`src/rtl/sa_pkg.sv`:
```
// Shared constants and helpers for the systolic matrix multiplier.
package sa_pkg;

    // Width of a counter that must be able to hold every value 0..len inclusive.
    function automatic int cnt_width(input int len);
        return (len < 1) ? 1 : $clog2(len + 1);
    endfunction

endpackage

```
`src/rtl/systolic_pe.sv`:
```
// One processing element: an unsigned multiply-accumulate cell that also
// forwards its A operand rightwards and its B operand downwards.
module systolic_pe #(
    parameter int DATA_WIDTH = 8
) (
    input  logic                  clk,
    input  logic                  reset,
    input  logic                  en,
    input  logic [DATA_WIDTH-1:0] a_in,
    input  logic [DATA_WIDTH-1:0] b_in,
    output logic [DATA_WIDTH-1:0] a_out,
    output logic [DATA_WIDTH-1:0] b_out,
    output logic [DATA_WIDTH-1:0] acc
);

    logic [DATA_WIDTH-1:0] acc_reg;
    logic [DATA_WIDTH-1:0] a_fwd_reg;
    logic [DATA_WIDTH-1:0] b_fwd_reg;
    logic [DATA_WIDTH-1:0] prod;

    // Product kept at operand width: arithmetic wraps modulo 2^DATA_WIDTH.
    assign prod = a_in * b_in;

    // Accumulate and forward operands on every enabled edge; hold otherwise.
    always_ff @(posedge clk or negedge reset) begin
        if (!reset) begin
            acc_reg   <= '0;
            a_fwd_reg <= '0;
            b_fwd_reg <= '0;
        end else if (en) begin
            acc_reg   <= acc_reg + prod;
            a_fwd_reg <= a_in;
            b_fwd_reg <= b_in;
        end
    end

    assign a_out = a_fwd_reg;
    assign b_out = b_fwd_reg;
    assign acc   = acc_reg;

endmodule

```
`src/rtl/systolic_array.sv`:
```
// Output-stationary MxN systolic multiplier. A rows stream in from the left,
// B columns from the top, both taken last-index-first from the held images;
// each PE(i,j) accumulates element P[i][j] in place.
module systolic_array
    import sa_pkg::*;
#(
    parameter int DATA_WIDTH = 8,
    parameter int M          = 2,
    parameter int N          = 3,
    parameter int L          = 6
) (
    input  logic                  clk,
    input  logic                  reset,
    input  logic                  en,
    input  logic [DATA_WIDTH-1:0] a [M][L],
    input  logic [DATA_WIDTH-1:0] b [L][N],
    output logic [DATA_WIDTH-1:0] P [M][N]
);

    localparam int CW = cnt_width(L);

    logic [CW-1:0]         k_reg;
    logic [DATA_WIDTH-1:0] row_feed [M];
    logic [DATA_WIDTH-1:0] col_feed [N];
    logic [DATA_WIDTH-1:0] a_link   [M][N];
    logic [DATA_WIDTH-1:0] b_link   [M][N];

    // Feed counter: steps once per enabled edge and parks at L, after which the edges see zeros.
    always_ff @(posedge clk or negedge reset) begin
        if (!reset) begin
            k_reg <= '0;
        end else if (en && (k_reg < CW'(L))) begin
            k_reg <= k_reg + 1'b1;
        end
    end

    // Edge multiplexing: element L-1-k of each stream, zero once the counter has parked.
    always_comb begin
        for (int i = 0; i < M; i++) begin
            row_feed[i] = '0;
            for (int l = 0; l < L; l++) begin
                if (k_reg == CW'(l)) begin
                    row_feed[i] = a[i][L-1-l];
                end
            end
        end
        for (int j = 0; j < N; j++) begin
            col_feed[j] = '0;
            for (int l = 0; l < L; l++) begin
                if (k_reg == CW'(l)) begin
                    col_feed[j] = b[L-1-l][j];
                end
            end
        end
    end

    genvar gi, gj;
    generate
        for (gi = 0; gi < M; gi++) begin : g_row
            for (gj = 0; gj < N; gj++) begin : g_col
                logic [DATA_WIDTH-1:0] a_src;
                logic [DATA_WIDTH-1:0] b_src;
                logic [DATA_WIDTH-1:0] acc_w;

                if (gj == 0) begin : g_a_edge
                    assign a_src = row_feed[gi];
                end else begin : g_a_chain
                    assign a_src = a_link[gi][gj-1];
                end

                if (gi == 0) begin : g_b_edge
                    assign b_src = col_feed[gj];
                end else begin : g_b_chain
                    assign b_src = b_link[gi-1][gj];
                end

                systolic_pe #(
                    .DATA_WIDTH(DATA_WIDTH)
                ) u_pe (
                    .clk   (clk),
                    .reset (reset),
                    .en    (en),
                    .a_in  (a_src),
                    .b_in  (b_src),
                    .a_out (a_link[gi][gj]),
                    .b_out (b_link[gi][gj]),
                    .acc   (acc_w)
                );

                assign P[gi][gj] = acc_w;
            end
        end
    endgenerate

endmodule

```
`config.mk`:
```
export PLATFORM = sky130hd
export DESIGN_NAME = systolic_array
export DESIGN_NICKNAME = d
export VERILOG_FILES = /design/src/rtl/sa_pkg.sv /design/src/rtl/systolic_pe.sv /design/src/rtl/systolic_array.sv
export SDC_FILE = /design/constraint.sdc
export NUM_CORES = 1
export LEC_CHECK = 0
export CORE_ASPECT_RATIO = 0.6
export CORE_UTILIZATION = 49
export DETAILED_ROUTE_END_ITERATION = 10
export GPL_TIMING_DRIVEN = 0
export PLACE_DENSITY = 0.81
export SYNTH_ARGS = -nofsm -noshare
export SYNTH_HDL_FRONTEND = slang
export SYNTH_SLANG_ARGS = --single-unit
```
`constraint.sdc`:
```
create_clock -name clk -period 6.85 [get_ports clk]
set_input_delay 2.055 -clock clk [delete_from_list [all_inputs] [get_ports clk]]
set_output_delay 2.055 -clock clk [all_outputs]
set_load 0.02 [all_outputs]
```
======== Word-level counts from Yosys, hierarchy flattened ========
Cells that the tools add are included.
cells by class
  $add $sub $neg .......................... 7
  multiply operators ...................... 6
  order comparisons ....................... 1
  equality and inequality tests ........... 5
  muxes and demuxes ....................... 30
  reduce and logical (&&, ||, !) cells .... 2
operator list
  operator               number
  $mux W8                30
  $add A8 B8 Y8          6
  $mul A8 B8 Y8          6
  $eq A3 B2 Y1 const B   2
  $eq A3 B3 Y1 const B   2
  $add A3 B1 Y3 const B  1
  $eq A3 B1 Y1 const B   1
  $logic_not A3 Y1       1
  $lt A3 B3 Y1 const B   1
  $logic_and A1 B1 Y1    1
word-level totals
  register bits after elaboration ......... 107
  bits of input ports ..................... 243

======== Longest topological paths before layout ========
  depth in word-level cells ............... 9
  gate-level depth with buffers ........... 30
  gate-level depth less buffers ........... 24

======== Modules after synthesis ========
From an unflattened synthesis, not the netlist that was laid out.
unflattened totals
  cells, all modules ...................... 1484
  area total of the unflattened synthesis .. 14248.7 sq um
by module, submodules not included
  module                                     times used  cells each  area each (sq um)
  systolic_pe at g_row[0].g_col[2].u_pe ...  4           182         1925.6
  systolic_array                             1           393         2685.1
  systolic_pe at g_row[0].g_col[1].u_pe      1           182         1933.1
  systolic_pe at g_row[0].g_col[0].u_pe      1           181         1928.1

======== Worst setup path before layout ========
No wires, ideal clock.
  path type ............................... input to register
  start ................................... input b[32] (netlist name)
  end ..................................... register g_row[0].g_col[1].u_pe.acc_reg[7]
  setup time .............................. 77 ps
  data arrival time ....................... 6475 ps
  required time ........................... 6773 ps
  slack ................................... 297 ps
  stages .................................. 21
  cells stage by stage .................... a21oi_1 -> o21ai_0 -> a32oi_1 -> o22ai_1 -> and2_1 -> fa_1 -> inv_1 -> fa_1 -> inv_1 -> ha_1 -> inv_1 -> fa_1 -> inv_1 -> fa_1 -> a21o_1 -> a21oi_1 -> xnor2_1 -> xnor3_1 -> xnor2_1 -> xnor3_1 -> a21oi_1
between the ends
  word-level cells in the longest chain between the ends .. 7
ends and longest elaborated chain
  element               RTL line              RTL
  from (decl)           systolic_array.sv:16  input logic [DATA_WIDTH-1:0] b [L][N],
  $mux W8 (5 in a row)  systolic_array.sv:50  if (k_reg == CW'(l)) begin
  $mul A8 B8 Y8         systolic_pe.sv:22     assign prod = a_in * b_in;
  $add A8 B8 Y8         systolic_pe.sv:31     acc_reg <= acc_reg + prod;
  to (signal assigned)  systolic_pe.sv:31
  to (decl)             systolic_pe.sv:16     logic [DATA_WIDTH-1:0] acc_reg;
No other way between the ends.
A chain may end at the register's enable or synchronous reset.

======== Final worst setup path ========
  start ................................... input b[41] (netlist name)
  end ..................................... register g_row[0].g_col[0].u_pe.acc_reg[7]
between the ends
  word-level cells in the longest chain between the ends .. 7
ends and longest elaborated chain
  element               RTL line
  $mux W8 (5 in a row)  systolic_array.sv:50
  $mul A8 B8 Y8         systolic_pe.sv:22
  $add A8 B8 Y8         systolic_pe.sv:31
  to (signal assigned)  systolic_pe.sv:31
  to (decl)             systolic_pe.sv:16
No other way between the ends.

==> results.ini <==
[status]
status=complete, no violations

[clock_tree]
clk_path_buf_depth=2
htree_levels=3
clk_latency_ns=0.38
path_clk_slew_ns=0.09
cts_tree=yes
numCtsBuffers=9
clock_sinks=107
postCtsHoldBufs=0
root_buffer=clkbuf_16

[sta]
final-hold-violation-count=0
skew_ns=0.0159
max_freq_mhz=148
period_share_pct=98.7
drv_slew=0
setup-tns-final_ns=0
worst_slew_pin_slew_ns=1.04
setup_violations=0
fin_crit_ns=6.76
relSlewSlack_pct=30.9

[final_layout]
drive_above_1_share_pct=12.4
final_util_pct=68.0
regArea_mm2=0.00268
largest_reg_flops=48
multi_input_area_mm2=0.00940
nets=2313
syn_to_final_growth_pct=34.9
fill_cells=2078

[critical_path]
r2r_end=g_row[0].g_col[2].u_pe.acc[7]
crit_chain=clkdlybuf4s50_1, nand2_1, a22oi_2, o22ai_1, and2_4, a21oi_4, buf_12, nand2_4, fa_1, inv_1, fa_1, ha_1, inv_2, fa_1, inv_2, fa_2, a21o_1, a21oi_4, xnor2_2, xnor2_1, xnor2_1, xnor3_1, mux2_4
critical_path_class=in -> reg
arrival_ns=7.03
path_delay_family=adder cells
cp_slowest_stage_delay_ns=0.54
crit_path_start=b[41]
crit_cells=23
r2r-start=k_reg[2]
critPathRequiredTime_ns=7.12
r2r_setup_slack_ns=0.24
start_kind=input pin
path_max_fanout=6
cp_common_cell=fa_1
critPathCaptureType=flop
crit_slowest_cell=fa_1
crit_buf_inv=5
reg2reg_depth=30

[global_route]
grt_pass1_wl_mm=80.0
antenna_found_initial=2
grt_overflow=0
grt_max_degree=59
grtUsageTotal_pct=41.0
grt_pass1_vias=12729

[die]
core_area_mm2=0.0256
die_w_um=211
die_area_mm2=0.0270
die_h_um=128
rows=45
initial_utilization_pct=50.5
io_pins=291

[worst_hold_path]
min_from=g_row[0].g_col[0].u_pe.b_out[7]
hold_depth=2
min_path_type=reg -> reg
holdPathEnd=g_row[0].g_col[0].u_pe.b_out[7]

[route]
first_pass_iters=6
finalWirelength_mm=54.8
via_per_inst=5.80
drc=0
drt_iter0_drc=1431
wl_per_cell_um=24.8
drtAntennaViolNets=0
vias=12828

[placement]
place_congestion=1.06
numPortBuffers=289
dpl.hpwl_mm=43.6

[synth]
syn_area_mm2=0.0129
syn_inst=1519
synth_common_cells=inv_1, nand2_1, fa_1, dfrtp_1, ha_1
synth_top_area_share_pct=20.8
synthFlopType=dfrtp_1
async_flop_share_pct=100
syn_nets=1977
synth_seq_area_share_pct=20.8
yosysMostFrequentCell=inv_1
synth_top_area_cell=dfrtp_1
ys_types=60
synth_edf_count=0
avgSynthCellArea_um2=8.49
ys_ff_latch=107
synth.area.top_cells=dfrtp_1, fa_1, ha_1, inv_1, nand2_1
yosysWarnings=0

[flow_run]
cap_violations=0

worst min-delay path: stages (launching register included):
cell and delay (ns):
dfrtp_1 0.37, nand2_1 0.05, o31ai_1 0.06
placed cells by master, fill, tap and decap left out, types with 7 or more instances in the layout:
master,netlist,routed
a21o_1,22,21
a21oi_1,74,62
a21oi_2,1,9
a221oi_1,13,10
a222oi_1,7,7
and2_1,56,54
buf_2,33,25
buf_4,9,44
clkbuf_1,27,25
clkbuf_16,0,9
clkdlybuf4s50_1,0,281
dfrtp_1,107,107
fa_1,108,99
fa_2,0,9
ha_1,107,101
inv_1,238,233
mux2_2,38,37
mux2i_1,9,9
nand2_1,223,218
nand2b_1,24,24
nand3_1,7,7
nand3b_1,12,12
nor2_1,79,78
nor2b_1,30,28
nor3b_1,12,12
o211ai_1,10,10
o21a_1,8,7
o21ai_0,75,70
o21ai_1,6,8
xnor2_1,85,80
xnor3_1,7,7
xor2_1,9,9
what timing repair did:
action,CTS,global route
pin swaps,18,64
setup endpoints to repair,6,4
gates resized for setup,47,77
buffers inserted,16,20
cell families (layout without fill, tap and decap cells):
| group | Yosys count | count (layout) | share of synthesized area [%] |
|---|---|---|---|
| simple gates | 459 | 459 | 16.7 |
| flops | 107 | 107 | 20.8 |
| buf+inv | 315 | 655 | 9.93 |
| xor+xnor | 102 | 102 | 7.73 |
| other cells | 0 | 2 | 0 |
| mux | 47 | 47 | 4.02 |
| fa+ha+maj | 215 | 215 | 27.1 |
| compound gates | 274 | 274 | 13.7 |
per-stage QoR:
stage                     hold slack, ns  setup WS (ns)  cell area (um^2)  instances
after floorplan                    0.441          0.297             12900       1519
after global placement             0.467          -1.28             16200       2160
after detailed placement           0.480          -1.36             16300       2161
after CTS                          0.499       0.000126             16900       2191
after global routing               0.529        -0.0380             17400       2211
final                              0.513         0.0917             17400       2213
routing by layer:
metal  share of wire, %  track usage, %
met1                 43            59.5
met2                 42            60.6
met4                3.4            10.7
met3                 12            10.2
met5               0.17               0
how the worst max path moves through the flow:
stage | to | slack, ns
after floorplan | g_row[0].g_col[1].u_pe.acc[7] | 0.30
after detailed placement | g_row[0].g_col[2].u_pe.acc[7] | -1.36
after CTS | g_row[0].g_col[0].u_pe.acc[7] | 0.0001
final | g_row[0].g_col[0].u_pe.acc[7] | 0.09
after global routing | g_row[0].g_col[0].u_pe.acc[7] | -0.04
after global placement | g_row[0].g_col[2].u_pe.acc[7] | -1.28
layout make-up:
type                    instances  share of cell area, %
diodes                          2                 0.0288
plain buffers                  76                   2.52
clock buffers                   9                   1.29
clock inverters                 6                  0.352
inverters                     238                   5.14
multi-input cells            1097                   54.0
flip-flops and latches        107                   15.4
well taps                     352                   2.53
repair buffers                326                   18.7
Power is left out: the tool's default activity adds up to more than one toggle a clock period on the data nets, which glitch-free logic cannot reach.
